$ cat config.mk
export PLATFORM = sky130hd
export DESIGN_NAME = ts_word_unpacker_flat
export DESIGN_NICKNAME = d
export VERILOG_FILES = /design/src/rtl/ts_pkg.sv /design/src/rtl/ts_word_unpacker_if.sv /design/src/rtl/ts_bit_accumulator.sv /design/src/rtl/ts_word_unpacker.sv /design/src/flat_wrapper.sv
export SDC_FILE = /design/constraint.sdc
export NUM_CORES = 1
export LEC_CHECK = 0
export ABC_AREA = 1
export CORE_ASPECT_RATIO = 0.5
export CORE_MARGIN = 2
export CORE_UTILIZATION = 55
export CTS_BUF_LIST = sky130_fd_sc_hd__clkbuf_2 sky130_fd_sc_hd__clkbuf_4 sky130_fd_sc_hd__clkbuf_8
export DETAILED_ROUTE_END_ITERATION = 6
export PLACE_DENSITY = 0.76
export SLEW_MARGIN = 20
export SYNTH_ARGS = -nofsm -noshare
export SYNTH_HDL_FRONTEND = slang
export SYNTH_SLANG_ARGS = --single-unit
$ cat constraint.sdc
create_clock -name CLOCK -period 5.1 [get_ports CLOCK]
set_input_delay 1.53 -clock CLOCK [delete_from_list [all_inputs] [get_ports CLOCK]]
set_output_delay 1.53 -clock CLOCK [all_outputs]
set_load 0.01 [all_outputs]
$ cat src/rtl/ts_pkg.sv
// Shared constants and types for the 32-to-10 word unpacker.
package ts_pkg;

    localparam int unsigned SAMPLE_W    = 10;
    localparam int unsigned WORD_W      = 32;
    localparam int unsigned FILL_W      = 7;

    // Payload bits contributed by one memory word in each layout
    localparam int unsigned BPW_ALIGNED = 30;
    localparam int unsigned BPW_PACKED  = 32;

    typedef enum logic [1:0] {
        ST_IDLE  = 2'd0,
        ST_RUN   = 2'd1,
        ST_DRAIN = 2'd2
    } ts_state_e;

    function automatic int unsigned bits_per_word(input int unsigned layout);
        return (layout != 0) ? BPW_PACKED : BPW_ALIGNED;
    endfunction

endpackage

$ cat src/rtl/ts_word_unpacker_if.sv
// Word-side and sample-side handshake bundle for ts_word_unpacker.
// With TS_UNPACK_STATS_EN defined the bundle also carries the statistics counters.
interface ts_word_unpacker_if;

    logic [31:0] WORD_IN;
    logic        WORD_VALID;
    logic        WORD_READY;
    logic        FLUSH;
    logic [9:0]  DATA_OUT;
    logic        DATA_VALID;
    logic        DATA_READY;
    logic [6:0]  FILL_LEVEL;
    logic [1:0]  STATE;
`ifdef TS_UNPACK_STATS_EN
    logic [31:0] WORDS_CONSUMED;
    logic [31:0] SAMPLES_EMITTED;
    logic [15:0] BITS_DROPPED;
`endif

`ifdef TS_UNPACK_STATS_EN
    modport master (
        output WORD_IN, WORD_VALID, FLUSH, DATA_READY,
        input  WORD_READY, DATA_OUT, DATA_VALID, FILL_LEVEL, STATE,
        input  WORDS_CONSUMED, SAMPLES_EMITTED, BITS_DROPPED
    );
    modport slave (
        input  WORD_IN, WORD_VALID, FLUSH, DATA_READY,
        output WORD_READY, DATA_OUT, DATA_VALID, FILL_LEVEL, STATE,
        output WORDS_CONSUMED, SAMPLES_EMITTED, BITS_DROPPED
    );
`else
    modport master (
        output WORD_IN, WORD_VALID, FLUSH, DATA_READY,
        input  WORD_READY, DATA_OUT, DATA_VALID, FILL_LEVEL, STATE
    );
    modport slave (
        input  WORD_IN, WORD_VALID, FLUSH, DATA_READY,
        output WORD_READY, DATA_OUT, DATA_VALID, FILL_LEVEL, STATE
    );
`endif

endinterface

$ cat src/rtl/ts_bit_accumulator.sv
// MSB-aligned bit accumulator with fill counter.
// take10 removes the oldest 10 bits; append places BPW new bits directly
// below whatever remains after that removal; clear discards everything.
module ts_bit_accumulator
    import ts_pkg::*;
#(
    parameter int unsigned ACC_W = 64,
    parameter int unsigned BPW   = BPW_ALIGNED
) (
    input  logic                CLOCK,
    input  logic                RESET,
    input  logic                clear,
    input  logic                take10,
    input  logic                append,
    input  logic [WORD_W-1:0]   word,
    output logic [SAMPLE_W-1:0] top10,
    output logic [FILL_W-1:0]   fill
);

    logic [ACC_W-1:0]  acc_q;
    logic [ACC_W-1:0]  acc_shift;
    logic [ACC_W-1:0]  acc_d;
    logic [ACC_W-1:0]  word_ext;
    logic [FILL_W-1:0] fill_q;
    logic [FILL_W-1:0] fill_shift;
    logic [FILL_W-1:0] fill_d;

    // Unused top bits of the word in the aligned layout
    logic unused_word_bits;
    assign unused_word_bits = ^word;

    // Next accumulator: shift first, then append at the post-shift fill position
    always_comb begin
        acc_shift  = take10 ? (acc_q << SAMPLE_W) : acc_q;
        fill_shift = take10 ? (fill_q - FILL_W'(SAMPLE_W)) : fill_q;
        word_ext   = '0;
        word_ext[ACC_W-1 -: BPW] = word[BPW-1:0];
        acc_d      = acc_shift;
        fill_d     = fill_shift;
        if (append) begin
            acc_d  = acc_shift | (word_ext >> fill_shift);
            fill_d = fill_shift + FILL_W'(BPW);
        end
        if (clear) begin
            acc_d  = '0;
            fill_d = '0;
        end
    end

    // Accumulator and fill registers
    always_ff @(posedge CLOCK or posedge RESET) begin
        if (RESET) begin
            acc_q  <= '0;
            fill_q <= '0;
        end else begin
            acc_q  <= acc_d;
            fill_q <= fill_d;
        end
    end

    assign top10 = acc_q[ACC_W-1 -: SAMPLE_W];
    assign fill  = fill_q;

endmodule

$ cat src/rtl/ts_word_unpacker.sv
// Read-side gearbox: 32-bit memory words in, 10-bit samples out.
// PACKED=0: three samples per word in [29:20],[19:10],[9:0].
// PACKED=1: contiguous MSB-first bitstream, samples may straddle words.
// ACC_W must be at least 42.
// Optional TS_UNPACK_STATS_EN adds WORDS_CONSUMED, SAMPLES_EMITTED, BITS_DROPPED.
module ts_word_unpacker
    import ts_pkg::*;
#(
    parameter int unsigned PACKED = 0,
    parameter int unsigned ACC_W  = 64
) (
    input  logic               CLOCK,
    input  logic               RESET,
    ts_word_unpacker_if.slave  bus
);

    localparam int unsigned       BPW         = bits_per_word(PACKED);
    localparam logic [FILL_W-1:0] READY_MAX   = FILL_W'(ACC_W - WORD_W);
    localparam logic [FILL_W-1:0] SAMPLE_FILL = FILL_W'(SAMPLE_W);

    ts_state_e           state_q;
    logic [SAMPLE_W-1:0] data_q;
    logic                valid_q;
    logic [SAMPLE_W-1:0] top10;
    logic [FILL_W-1:0]   fill;
    logic                advance;
    logic                take;
    logic                word_ready;
    logic                accept;
    logic                drain_low;

    ts_bit_accumulator #(
        .ACC_W (ACC_W),
        .BPW   (BPW)
    ) u_acc (
        .CLOCK  (CLOCK),
        .RESET  (RESET),
        .clear  (drain_low),
        .take10 (take),
        .append (accept),
        .word   (bus.WORD_IN),
        .top10  (top10),
        .fill   (fill)
    );

    // Handshake decode; WORD_READY depends on registers only
    always_comb begin
        advance    = !valid_q || bus.DATA_READY;
        take       = advance && (fill >= SAMPLE_FILL);
        word_ready = (state_q != ST_DRAIN) && (fill <= READY_MAX);
        accept     = bus.WORD_VALID && word_ready;
        drain_low  = (state_q == ST_DRAIN) && (fill < SAMPLE_FILL);
    end

    // Output register and record state machine
    always_ff @(posedge CLOCK or posedge RESET) begin
        if (RESET) begin
            state_q <= ST_IDLE;
            data_q  <= '0;
            valid_q <= 1'b0;
        end else begin
            if (advance) begin
                if (take) begin
                    data_q  <= top10;
                    valid_q <= 1'b1;
                end else begin
                    valid_q <= 1'b0;
                end
            end
            case (state_q)
                ST_IDLE: begin
                    // A flush arriving with the first word still closes the record
                    if (accept) begin
                        state_q <= bus.FLUSH ? ST_DRAIN : ST_RUN;
                    end
                end
                ST_RUN: begin
                    if (bus.FLUSH) begin
                        state_q <= ST_DRAIN;
                    end
                end
                ST_DRAIN: begin
                    // Residue is cleared while fill < 10; leave once the output slot frees
                    if (drain_low && advance) begin
                        state_q <= ST_IDLE;
                    end
                end
                default: state_q <= ST_IDLE;
            endcase
        end
    end

    assign bus.WORD_READY = word_ready;
    assign bus.DATA_OUT   = data_q;
    assign bus.DATA_VALID = valid_q;
    assign bus.FILL_LEVEL = fill;
    assign bus.STATE      = state_q;

`ifdef TS_UNPACK_STATS_EN
    logic [31:0] words_q;
    logic [31:0] samples_q;
    logic [15:0] dropped_q;

    // Free-running statistics, wrapping at their width
    always_ff @(posedge CLOCK or posedge RESET) begin
        if (RESET) begin
            words_q   <= '0;
            samples_q <= '0;
            dropped_q <= '0;
        end else begin
            if (accept) begin
                words_q <= words_q + 32'd1;
            end
            if (valid_q && bus.DATA_READY) begin
                samples_q <= samples_q + 32'd1;
            end
            if (drain_low) begin
                dropped_q <= dropped_q + 16'(fill);
            end
        end
    end

    assign bus.WORDS_CONSUMED  = words_q;
    assign bus.SAMPLES_EMITTED = samples_q;
    assign bus.BITS_DROPPED    = dropped_q;
`endif

endmodule

$ cat src/flat_wrapper.sv
// flat-port wrapper written by rule: the top's interface ports become plain ports
module ts_word_unpacker_flat import ts_pkg::*;
#(
    parameter int unsigned PACKED = 0,
    parameter int unsigned ACC_W  = 64
)
  (CLOCK, RESET, bus_WORD_IN, bus_WORD_VALID, bus_FLUSH, bus_DATA_READY, bus_WORD_READY, bus_DATA_OUT, bus_DATA_VALID, bus_FILL_LEVEL, bus_STATE);
  ts_word_unpacker_if bus_i ();
  input  logic CLOCK;
  input  logic RESET;
  input wire logic [$bits(bus_i.WORD_IN)-1:0] bus_WORD_IN;
  input wire logic [$bits(bus_i.WORD_VALID)-1:0] bus_WORD_VALID;
  input wire logic [$bits(bus_i.FLUSH)-1:0] bus_FLUSH;
  input wire logic [$bits(bus_i.DATA_READY)-1:0] bus_DATA_READY;
  output wire logic [$bits(bus_i.WORD_READY)-1:0] bus_WORD_READY;
  output wire logic [$bits(bus_i.DATA_OUT)-1:0] bus_DATA_OUT;
  output wire logic [$bits(bus_i.DATA_VALID)-1:0] bus_DATA_VALID;
  output wire logic [$bits(bus_i.FILL_LEVEL)-1:0] bus_FILL_LEVEL;
  output wire logic [$bits(bus_i.STATE)-1:0] bus_STATE;
  assign bus_i.WORD_IN = bus_WORD_IN;
  assign bus_i.WORD_VALID = bus_WORD_VALID;
  assign bus_i.FLUSH = bus_FLUSH;
  assign bus_i.DATA_READY = bus_DATA_READY;
  assign bus_WORD_READY = bus_i.WORD_READY;
  assign bus_DATA_OUT = bus_i.DATA_OUT;
  assign bus_DATA_VALID = bus_i.DATA_VALID;
  assign bus_FILL_LEVEL = bus_i.FILL_LEVEL;
  assign bus_STATE = bus_i.STATE;
  ts_word_unpacker #(.PACKED(PACKED), .ACC_W(ACC_W)) u_core (.CLOCK(CLOCK), .RESET(RESET), .bus(bus_i));
endmodule
* After elaboration in Yosys (flattened, before gate mapping)
Cells that the tools add are included.
Storage, ports and cells: register bits 84, input port bits 37, output and inout port bits 21, logic and storage cells 40
Operators by class: add/subtract/negate cells 2, magnitude comparators 3, equality and inequality tests 6, shift operators 1, multiplexer cells 12, bitwise operators 1, reductions and logical operators 10
Operators by type and width (count):
- $mux 64 | 3
- $or 64x64->64 | 1
- $shr 64x7->64 | 1
- $mux 7 | 3
- $mux 2 | 4
- $add 7x5->7 const B | 1
- $ge 7x4->1 const B | 1
- $le 7x6->1 const B | 1
- $lt 7x4->1 const B | 1
- $sub 7x4->7 const B | 1
- $ne 2x2->1 const B | 3
- $pmux 2 s3 | 1
- $logic_and 1x1->1 | 5
- $reduce_and 3->1 | 1
- $eq 2x1->1 const B | 1
- $eq 2x2->1 const B | 1
- $logic_not 2->1 | 1
- $ne 2x1->1 const B | 1
- $reduce_and 2->1 | 1
- $logic_not 1->1 | 1
- $logic_or 1x1->1 | 1
- $mux 1 | 1

* Depth between registers and ports, before layout
Gate-level depths: netlist of run 1.
depth after elaboration 8, depth in mapped cells 18, gate-level depth less buffers 16

* By module
From an unflattened synthesis of run 1, not the netlist that was laid out.
Second synthesis, totals: cells, all modules 939, area, all modules 6276.0 µm²
By module, submodules not included:
- ts_bit_accumulator | instances 1, cells an instance 862, area each 5669.2 µm², sequential area each 1751.7 µm²
- ts_word_unpacker | instances 1, cells an instance 77, area each 606.8 µm², sequential area each 325.3 µm²

* Least setup slack after synthesis of run 1
OpenSTA, ideal clock, no wires.
path type input port to flip-flop, start point input bus_DATA_READY, end point register u_core.u_acc.acc_q[34], setup time 0.136 ns, data arrival time 3.003 ns, data required time 4.964 ns, setup slack 1.961 ns, stages on the path 11, buffers on the path 2, cell sequence or2_1 buf_2 nand3_1 clkbuf_1 nand3_1 nand3_1 nand3_1 nand2_1 nand2_1 nand3_1 a21oi_1
Between the ends: cells in the longest elaborated chain, start to end 7, elaborated cells on any way between the ends 8, classes of those cells shift: 1; mux: 4; bitwise: 1; reduce/logical: 2
RTL lines:
- from (decl) | line flat_wrapper.sv:14 | input wire logic [$bits(bus_i.DATA_READY)-1:0] bus_DATA_READY;
- $logic_or 1x1->1 * | line ts_word_unpacker.sv:48 | advance = !valid_q || bus.DATA_READY;
- $logic_and 1x1->1 * | line ts_word_unpacker.sv:49 | take = advance && (fill >= SAMPLE_FILL);
- $mux 7 | line ts_bit_accumulator.sv:35 | fill_shift = take10 ? (fill_q - FILL_W'(SAMPLE_W)) : fill_q;
- $shr 64x7->64 | line ts_bit_accumulator.sv:41 | acc_d = acc_shift | (word_ext >> fill_shift);
- $or 64x64->64 | line ts_bit_accumulator.sv:41
- $mux 64 * | line ts_bit_accumulator.sv:40 | if (append) begin
- $mux 64 * | line ts_bit_accumulator.sv:44 | if (clear) begin
- net u_core.u_acc.acc_d[34] | line ts_bit_accumulator.sv:22 | logic [ACC_W-1:0] acc_d;
- to (signal assigned) | line ts_bit_accumulator.sv:53 | acc_q <= '0;
- to (signal assigned) | line ts_bit_accumulator.sv:56 | acc_q <= acc_d;
- to (decl) | line ts_bit_accumulator.sv:20 | logic [ACC_W-1:0] acc_q;
The timed path passes the listed nets; every way through them passes the cells marked *. A chain may end at the register's enable or synchronous reset.

* Final worst setup path of run 1
start point input bus_DATA_READY, end point register u_core.u_acc.acc_q[55]
The elaborated chain is that of the path after synthesis.

==> flow_results.org, run 1 <==
** Run status
- The flow ran to the end, and the final reports show no timing, DRC or antenna violations.

** Floorplanning
- Die outline height :: 78.20 um
- 58 I/O pins were placed.
- The floorplan step defined a core boundary enclosing between 10000 and 15000 sq um.
- Chip Width :: approximately 150 um
- The floorplan step defined a die boundary enclosing roughly 12000 sq um.
- The floorplan has 27 rows.
- For this configuration, the core starts out at a cell density of 55.84%.

** Logic synthesis
- The synthesized design contains between 80 and 90 register bits.
- Number of flops mapped to enable cells by yosys :: 0
- Fraction of the yosys area taken by sequential cells :: between 30% and 40%
- Number of different library cells in the post-synthesis netlist :: 35
- Post-synthesis cell type with the largest combined area :: dfrtp_1
- In the post-synthesis netlist, the cell with the most instances is nand3_1.
- Post-synthesis instance area :: 6056 sq um
- For this run, the leading register cell type out of synthesis is dfrtp_1.
- Mean instance size in the synthesized netlist :: about 6.5 sq um
- In the synthesized netlist, the cells that appear most often are nand3_1 (243), nand2_1 (220), a21oi_1 (91), dfrtp_1 (83), inv_1 (80).
- Net Count, Synth :: 972
- Top area cells in the synthesized netlist :: dfrtp_1 (34%), nand3_1 (20%), nand2_1 (14%), a21oi_1 (7.5%), inv_1 (5.0%)
- Number of warnings printed during yosys synthesis :: 0
- Synthesis produced a netlist whose cell count is between 900 and 1000.
- Area share of the largest cell type after synthesis :: about a third
- Fraction of synthesis flops using an asynchronous set or reset pin :: 100.0%

** Setup path
- The worst setup path is captured at a flop.
- In this run the critical register-to-register path is captured at u_core.u_acc.acc_q[55].
- Cells along the critical path :: clkdlybuf4s50_1, or2_1, nand2_4, buf_4, nor2_1, nand2_1, nand2_1, nor2_4, inv_2, nor2_4, nand4_1, a21oi_1
- On the worst path, the slowest cell contributes a delay of around 0.57 ns.
- Slack of the worst reg-to-reg path :: 1.74 ns
- Worst Reg-to-Reg Cells :: 15
- Tracing the worst setup path back leads to its startpoint at bus_DATA_READY.
- Worst Path Required :: about 5.4 ns
- Type of origin of the critical path :: primary input
- Reg-to-reg critical path startpoint :: u_core.u_acc.fill[1]
- Highest-delay cell along the critical path :: nor2_4
- The worst setup path is of the primary input to flop kind.
- Maximum fanout encountered on the critical timing path :: 32
- For the worst setup path, the data arrival time is approximately 4.5 ns.

** CTS
- CTS H-Tree Depth :: 3
- The clock passes through at most 2 buffers.
- The root buffer cell chosen for the clock tree is clkbuf_8.
- Post-CTS setup-driven buffer insertion count :: 0
- Worst-Skew Late Latency :: ~0.38 ns
- TritonCTS sink count :: just over 80
- Inserted Clock Buffers :: 9
- Once the clock tree was built, the resizer swapped 0 gates to a different size.
- TritonCTS built the clock tree.
- CTS clk-pin slew, worst paths :: about 0.090 ns
- Hold-fix buffer count after cts :: 0

** Finish
- Cells with a size suffix above 1 make up between 6 and 7% of the layout.
- Synthesis-to-layout area growth :: 12.75%
- Post-layout utilization of the core :: roughly 63%
- Antenna diode count :: 0
- For this run, the post-layout net count is 990.

** GRT
- The total overflow left after global routing is 0.
- Global routing used 32.54% of the available tracks across all layers.
- Global-route wire length before repair :: a little over 30000 um
- The via count of the first global-routing pass came to 5554.
- Antenna violations before repair :: 0
- Entering global routing, the biggest net connects about 120 pins.

** STA
- Setup repair after global routing missed its margin :: false
- Skew final :: ~0.02 ns
- Post-route minimum period :: around 4.2 ns
- At the pin with the least slew margin, the transition time is around 1.1 ns.
- Final setup vio count :: 0
- Highest clock rate :: about 240 MHz
- Dividing the final minimum period by the clock period gives between 80% and 90%.
- The count of pins over their slew limit came to 0.
- In the final timing run, aggregate negative setup slack is 0 ns.
- Slew HR :: 29.95%
- Final hold violation count :: 0

** Detailed routing
- In the routed design, unresolved DRC markers number 0.
- After detailed routing, the number of vias per cell comes to ~5.9.
- Summed over all nets, wire length on met2 after detailed routing comes to between 6000 and 7000 um.
- Routed wl met3 :: 2573 um
- Routed WL :: around 19000 um
- Detail Route Antenna Nets :: 0
- For this run, the detailed router's first-pass iteration total came to 6.
- Highest metal used :: met4
- For this block, wires on met1 add up to 9647 um.
- Detailed routing inserted a total of 6497 vias.
- DRC marker count from the first detailed-route iteration :: roughly 990
- Detailed-route wire length per cell :: ~17 um

** Min path
- For hold timing, the worst endpoint is u_core.bus.DATA_OUT[8].
- Kind of path behind the tightest hold check :: flop to flop
- The worst hold path was traced through 2 stages.
- In this run the most critical hold path is launched from u_core.bus.DATA_OUT[8].

** Placed design
- Placed wire-length estimate :: around 14000 um
- In this run the tool buffered the top-level ports with 54 buffer cells.
- At the end of routability-driven placement, the weighted congestion stood at a little over 1.

** Run
- Max cap viols :: 0
-- state kept, by name (all words and copies together), names as in the netlist --
name and flops:
u_core.bus.DATA_OUT 10, u_core.u_acc.acc_q 64, u_core.u_acc.fill 6, u_core.bus.STATE 2
u_core.bus.DATA_VALID 1
-- worst max-delay path: cells and delay by family --
kind	cells	cell delay (ns)
simple gates	8	1.80
buf+inv	3	0.91
compound gates	1	0.22
-- final cells by class --
| type | count | area, sq um |
|---|---|---|
| fill | 1039 | 4016 |
| inverter | 86 | 324.1 |
| multi-input combinational | 700 | 3378 |
| sequential | 83 | 2077 |
| clock inverter | 6 | 48.80 |
| timing repair buffer | 71 | 680.7 |
| clock buffer | 10 | 137.6 |
| tap | 145 | 181.4 |
-- placed cells by master, fill, tap and decap left out, drive strengths merged, types with 2 or more instances in the layout --
| cell type | Yosys | final |
|---|---|---|
| dfrtp | 83 | 83 |
| a31oi | 2 | 2 |
| nand2 | 228 | 228 |
| buf | 34 | 17 |
| nor3 | 2 | 2 |
| xor2 | 2 | 2 |
| nand3 | 244 | 244 |
| mux2i | 4 | 4 |
| nor2 | 41 | 41 |
| clkinvlp | 0 | 2 |
| ha | 2 | 2 |
| o21ai | 60 | 60 |
| clkbuf | 30 | 10 |
| clkinv | 1 | 5 |
| inv | 85 | 85 |
| nand4 | 17 | 17 |
| a21oi | 94 | 94 |
| clkdlybuf4s50 | 0 | 54 |
-- routing by layer --
layer,vias to the layer above,track usage (%)
met5,-,0
met4,0,6.355
met3,19,11.65
met2,391,39.37
met1,2944,52.88
li1,3143,-
-- worst max-delay path by stage --
stage | to | slack (ns) | cells after the start
finish | u_core.u_acc.acc_q[55] | 0.90 | 12
CTS | u_core.u_acc.acc_q[58] | 0.96 | 13
floorplan | u_core.bus.DATA_OUT[0] | 1.43 | 1
detailed placement | u_core.u_acc.acc_q[55] | 0.59 | 12
global route | u_core.u_acc.acc_q[27] | 0.69 | 14
global placement | u_core.u_acc.acc_q[27] | 0.62 | 14
-- logic make-up after synthesis --
group / after synthesis / share of synthesized area [%]
xor+xnor: 2 / 0.4133
flops: 83 / 34.30
fa+ha+maj: 2 / 0.4132
other cells: 1 / 0.06192
simple gates: 534 / 40.56
compound gates: 157 / 13.31
buf+inv: 150 / 10.29
mux: 4 / 0.6612
-- stage by stage --
stage,worst slack (ns),instances,hold slack [ns],cell area (sq um)
CTS,0.9596,1101,0.4931,6828
global route,0.6852,1101,0.5184,6828
floorplan,1.433,933,0.5044,6056
finish,0.8968,1101,0.4888,6828
global placement,0.6222,1085,0.4642,6641
detailed placement,0.5942,1085,0.4722,6641
Power of run 1 is not shown: default switching activity piles up to over one toggle a cycle in this logic, so the estimate is an artifact.
==> run 2, diff against run 1 <==
CORE_UTILIZATION = 54   (was 55)
PLACE_DENSITY = 0.78   (was 0.76)
clock period = 3.85 ns   (was 5.1 ns; I/O delays follow)
==> flow_results.org, run 2 (synthesis results as in run 1) <==
** Run status
- The flow ran to the end, and the final reports show no timing, DRC or antenna violations.

** STA
- The final number of hold-violating endpoints came to 0.
- At the pin with the least slew margin, the transition time is around 0.83 ns.
- Highest clock rate :: 297.6 MHz
- Summed over all failing endpoints, the final setup total negative slack is 0 ns.
- Final setup vio count :: 0
- In the finished design, the share of the clock period the worst path needs comes to ~87%.
- The worst path in the final design needs a cycle of 3.360 ns, including I/O delays and setup.
- Final count of pins violating max slew :: 0
- Slew HR :: roughly 44%
- Skew final :: ~0.015 ns
- Setup repair after global routing missed its margin :: false

** CTS
- Clock root buffer :: clkbuf_8
- TritonCTS created 9 clock buffers.
- CTS clk-pin slew, worst paths :: approximately 0.08 ns
- For the worst-skew pair, the clock arrives at the later sink with an insertion delay of between 0.3 and 0.4 ns.
- The longest clock path from root to sink contains 2 buffers.
- PostCTS Resize Cnt :: 0
- The clock net in this run drives a total of a little over 80 sinks.
- The H-tree was split into 3 levels.
- In this run, post-CTS hold repair placed 0 buffers.
- Post-CTS setup-driven buffer insertion count :: 0
- TritonCTS built the clock tree.

** Detailed routing
- The pre-antenna-repair detailed-routing pass consisted of 5 iterations.
- Detailed routing placed a total of about 7400 um of wire on met2.
- Detail Route Antenna Nets :: 0
- After detailed routing, no signal wire sits above met4.
- Routed WL :: ~20000 um
- Wire segments on met3 add up to around 2700 um in the final route.
- The detailed router finished its first iteration with slightly above 900 violations.
- Number of vias after detailed routing :: 6587
- Via density :: between 5 and 6
- Detailed-route wire length per cell :: between 15 and 20 um
- The detailed router put a total of between 9000 and 10000 um of wire on met1.
- For this run, design rule violations remaining after detail routing come to 0.

** Placed design
- Port buffering added 54 buffers.
- GP Congestion :: 0.9982
- Once detailed placement completed, the half-perimeter wirelength came to roughly 14000 um.

** Finish
- Count of nets after finishing :: a little under 1000
- Relative to the synthesized area, the layout overhead comes to 14.69%.
- Layout cells sized above 1 :: under 10%
- Counting flops per register, the top entry is u_core.u_acc.acc_q.
- Antenna diode count :: 0
- The library cell used most frequently in the layout, excluding fill and tap cells, is nand3_1.
- The register with the most flip-flops in the layout has 64 of them.
- Highest-count cells in the layout ignoring fill and taps :: nand3_1 (243), nand2_1 (220), a21oi_1 (91), dfrtp_1 (83), inv_1 (78)

** Setup path
- At the worst endpoint, the required time is between 4 and 5 ns.
- The setup path with the least slack is of type primary input to flop.
- Type of origin of the critical path :: primary input
- Arrival time of the worst setup path :: ~3.6 ns
- STA classifies the critical path endpoint as a flop.
- In this run the worst path has a maximum fanout of 13.

** Floorplanning
- Starting density of the core :: a little under three fifths
- between 50 and 60 I/O pins were placed.
- Die outline height :: 78.88 um
- Measured along the x axis, the die boundary spans 153.8 um.
- Row generation in the floorplan step produced 27 rows.
- Die Area :: 12130 sq um
- The total area inside the core boundary comes to 10950 sq um.

** Run
- Max cap viols :: 0

** GRT
- Number of global-route vias before repair :: approximately 5700
- Global-route wire length before repair :: about 31000 um
- Entering global routing, the biggest net connects ~140 pins.
- Antenna violations before repair :: 0
- For this run the aggregate overflow at the end of global routing stands at 0.
- Global router's overall resource usage :: 33.00%

** Min path
- The worst hold path belongs to the class flop to flop.
run 2: layout make-up:
class	instances	area [sq um]
Fill cell	1056	4000
Sequential cell	83	2077
Tap cell	145	181.4
Clock inverter	6	72.57
Clock buffer	10	131.4
Inverter	86	324.1
Multi-Input combinational cell	700	3378
Timing Repair Buffer	76	780.7
run 2: final timing paths:
path                                   startpoint                endpoint  slack (ns)  depth (start not counted)
setup / recovery                   bus_DATA_READY  u_core.u_acc.acc_q[31]        0.49                         13
hold / removal             u_core.bus.DATA_OUT[0]  u_core.bus.DATA_OUT[0]        0.49                          2
setup reg to reg             u_core.u_acc.fill[1]  u_core.u_acc.acc_q[31]        0.96                         16
hold reg to reg            u_core.bus.DATA_OUT[0]  u_core.bus.DATA_OUT[0]        0.49                          2
max in group asynchronous                   RESET  u_core.u_acc.acc_q[30]        1.96                          3
min in group asynchronous                   RESET  u_core.u_acc.acc_q[55]        1.21                          2
run 2: metal layers:
layer,global-route usage (%),up-vias
li1,-,3155
met1,53.60,3014
met2,42.04,405
met3,10.37,13
met4,4.771,0
met5,0,-
run 2: critical path: stages:
cell	delay, ns
clkdlybuf4s50_1	0.40
or2_1	0.36
nand2_4	0.24
nand2_2	0.13
nand2_2	0.27
nand2_1	0.16
nor2_1	0.11
inv_1	0.07
nor2_2	0.19
nand2_1	0.08
a21oi_1	0.20
nand2_1	0.12
a21oi_1	0.14
run 2: through the flow:
stage / cell area [sq um] / utilization (%) / setup WS [ns] / instances / hold WS [ns]
after floorplan: 6056 / - / 0.5582 / 933 / 0.5044
after global placement: 6741 / 61.59 / 0.2551 / 1090 / 0.4657
after detailed placement: 6741 / 61.59 / 0.1671 / 1090 / 0.4720
after CTS: 6945 / 63.45 / 0.5365 / 1106 / 0.4921
after global routing: 6945 / 63.45 / 0.3422 / 1106 / 0.5346
final: 6945 / 63.45 / 0.4902 / 1106 / 0.4852
Power of run 2 is left out for the same reason.
==> run 3, diff against run 2 <==
ABC_AREA = default   (was 1)
CORE_UTILIZATION = 55   (was 54)
==> flow_results.org, run 3 <==
** STA
- Final setup vio count :: 0
- Counting I/O delays and the setup requirement, the final critical path takes between 3 and 4 ns.
- For this run, the top clock speed supported by timing is about 280 MHz.
- Worst Slack Setup Final :: roughly 0.25 ns
- Setup repair after global routing missed its margin :: false
- The final number of hold-violating endpoints is 0.
- Final count of pins violating max slew :: 0
- At the pin with the least slew margin, the transition time is 0.8567 ns.
- After routing, the total negative slack on setup checks comes to 0 ns.
- Headroom to the max-slew limit came out at 42.88%.
- Skew final :: roughly 0.020 ns
- Share of the cycle needed by the critical path after routing :: 93.60%

** Floorplanning
- The total area inside the core boundary comes to ~12000 sq um.
- Die Area :: 13410 sq um
- Die outline height :: between 80 and 90 um
- I/O pin total :: 58
- Chip Width :: around 160 um
- The initialized floorplan defines 28 standard-cell rows.
- Starting density of the core :: between 50 and 60%

** Finish
- Number of cells in the finished layout apart from fillers :: 1087
- Top reg by flops :: u_core.u_acc.acc_q
- Sequential cell area :: a little over 2000 sq um
- Count of nets after finishing :: about 960
- Highest-count cells in the layout ignoring fill and taps :: nand2_1 (130), nor2_1 (100), dfrtp_1 (82), buf_4 (74), mux2i_1 (64)
- Number of filler cells placed in the layout :: between 1000 and 1500
- Most frequent standard cell in the layout excluding fill and tap cells :: nand2_1
- Layout cells sized above 1 :: ~15%
- The register with the most flip-flops in the layout has 64 of them.
- Cells fill slightly below 70% of the core in the end.
- Total area of multi-input combinational cells :: between 4000 and 5000 sq um
- Antenna diode count :: 0
- Compared with the post-synthesis result, the final layout area differs by 18.02%.

** CTS
- The longest clock path from root to sink contains 2 buffers.
- In this run the clock root is driven by a clkbuf_8.
- Inserted Clock Buffers :: 9
- Worst-Skew Late Latency :: between 0.3 and 0.4 ns
- PostCTS Resize Cnt :: 0
- The clock drives 83 sinks.
- Post-CTS setup-driven buffer insertion count :: 0
- CTS H-Tree Depth :: 3
- After clock tree synthesis, the clock-pin slew on the worst setup and hold paths is 0.09 ns.
- Hold-fix buffer count after cts :: 0
- TritonCTS built the clock tree.

** Logic synthesis
- Summing the areas of all and, or, nand and nor instances in the mapped netlist gives 20.64% of the synthesized area.
- Main combinational cell family by area after synthesis :: compound AO/OA/AOI/OAI gates
- Number of different library cells in the post-synthesis netlist :: 75
- Summing the sequential cell areas from Yosys gives between 30% and 40% of the chip area.
- Post-synthesis cell type with the largest combined area :: dfrtp_1
- Mean instance size in the synthesized netlist :: 8.082 sq um
- Gate count of the mapped netlist :: about 850
- Top flip-flop cell by instance count after synthesis :: dfrtp_1
- Fraction of synthesis flops using an asynchronous set or reset pin :: 100.0%
- Number of warnings printed during yosys synthesis :: 0
- Counting instances in the post-synthesis netlist gives the leading cell types as nand2_1 (130), nor2_1 (100), dfrtp_1 (83), mux2i_1 (64), a21oi_1 (42).
- Ranked by total cell area, the synthesized netlist is headed by dfrtp_1 (30%), mux2i_1 (9.4%), nand2_1 (7.1%), nor2_1 (5.5%), mux2_2 (3.5%).
- In this run the biggest area consumer among cell types represents 30.34% of the synthesized area.
- Summing the areas of all xor and xnor instances in the mapped netlist gives less than 1% of the synthesized area.
- Summing the areas of all fa, ha and maj instances in the mapped netlist gives 0.3656% of the synthesized area.
- Count of state elements after synthesis :: 83
- Number of flops mapped to enable cells by yosys :: 0
- Net Count, Synth :: 886
- Leading cell type by number of instances after synthesis :: nand2_1
- Synthesized-area fraction occupied by ao, oa, aoi and oai cells :: 28.90%
- Post-synthesis instance area :: 6845 sq um
- After synthesis, the share of cell area in mux cells is 14.13%.

** GRT
- The first global-routing pass estimated between 40000 and 50000 um of wire.
- Entering global routing, the biggest net connects 59 pins.
- Antenna violations before repair :: 0
- Total overflow reported by the global router :: 0
- Number of global-route vias before repair :: 6992
- Global router's overall resource usage :: 40.11%

** Setup path
- At the worst endpoint, the required time is 4.05 ns.
- Along the worst path, the maximum fanout reaches 22.
- Arrival time of the worst setup path :: roughly 3.8 ns
- The critical path goes through clkdlybuf4s50_1, nand2b_1, buf_12, a21boi_1, a31o_2, nand2_1, nor2_1, nor3b_1, a2111oi_1.
- For the worst flop-to-flop path, the logic depth is 9.
- The worst setup path is of the primary input to flop kind.
- Highest-delay cell along the critical path :: a2111oi_1
- CP peak stage delay :: between 0.5 and 0.6 ns
- STA classifies the critical path endpoint as a flop.
- Reg-to-reg critical path startpoint :: u_core.u_acc.fill[2]
- Type of origin of the critical path :: primary input
- The setup check on the worst reg-to-reg path leaves a slack of 0.25 ns.
- Endpoint of the worst-slack reg-to-reg timing path :: u_core.u_acc.acc_q[21]

** Detailed routing
- Via density :: between 7 and 8
- Post-detailed-route DRC marker count :: 0
- Detailed-route wire length per cell :: 25.18 um
- The routed design has 27370 um of wire.
- For this block, wires on met1 add up to 11700 um.
- Before antenna repair, the detailed router went through 6 iterations.
- The routed layout has 7638 vias.
- After detailed routing, the met2 layer carries roughly 11000 um of wire.
- The detail route stage leaves a number of antenna-violating nets equal to 0.
- The highest layer touched by signal routing is met4.
- Routed wl met3 :: about 4400 um
- The detailed router finished its first iteration with between 1000 and 1500 violations.

** Placed design
- Buffers placed on the I/O ports in this run total 54.
- Once placement completed, the tool counted placed cells totaling 1071.
- The HPWL after detailed placement is roughly 20000 um.
- GP Congestion :: 1.014
- Before CTS, the worst setup slack after placement is ~0.013 ns.

** Run
- Max-cap violations in this run came to 0.

** Min path
- Kind of path behind the tightest hold check :: flop to flop
- Startpoint of the tightest hold check path :: u_core.u_acc.acc_q[62]
- Worst Hold Depth :: 2
- Hold Crit Endpoint :: u_core.bus.DATA_OUT[8]

** Run status
- Run status :: finished clean
-- run 3: cell families (layout without fill, tap and decap cells) --
logic type               after synthesis  in the layout
flip-flops                            83             83
buffers and inverters                 80            155
other                                  1              1
AND/OR/NAND/NOR                      318            318
adder cells (fa/ha/maj)                2              2
multiplexers                          89             89
XOR/XNOR                               2              2
AO/OA/AOI/OAI                        272            272
-- run 3: worst max path at each step --
stage | from | endpoint
after floorplan | RESET | u_core.bus.DATA_OUT[0]
after global placement | bus_DATA_READY | u_core.u_acc.fill[6]
after detailed placement | bus_DATA_READY | u_core.u_acc.acc_q[6]
after CTS | u_core.u_acc.fill[2] | u_core.u_acc.fill[6]
after global routing | bus_DATA_READY | u_core.u_acc.acc_q[11]
final | bus_DATA_READY | u_core.u_acc.acc_q[21]
-- run 3: routing by layer --
metal	up-vias	track usage [%]
met3	68	14.09
met1	3651	60.23
met5	-	0
met2	611	55.24
met4	0	7.723
li1	3308	-
-- run 3: critical path, delay by kind of cell --
kind | cells | cell delay [ns]
AO/OA/AOI/OAI | 3 | 1.22
buffers and inverters | 2 | 0.63
AND/OR/NAND/NOR | 4 | 0.77
-- run 3: area by class of cell --
cell class                 count  area share (%)
clock buffer                  10           1.626
clock inverter                 6          0.6040
inverter                       7          0.3407
multi-input combinational    684           54.59
sequential                    83           25.72
tap                          165           2.555
timing repair buffer         132           14.56
-- run 3: per-stage QoR --
| stage | cell area (sq um) | hold WS, ns |
|---|---|---|
| floorplan | 6845 | 0.4386 |
| global placement | 7899 | 0.4494 |
| detailed placement | 7899 | 0.4522 |
| CTS | 8079 | 0.4747 |
| global route | 8079 | 0.5069 |
| finish | 8079 | 0.4711 |
Power of run 3 is left out for the same reason.
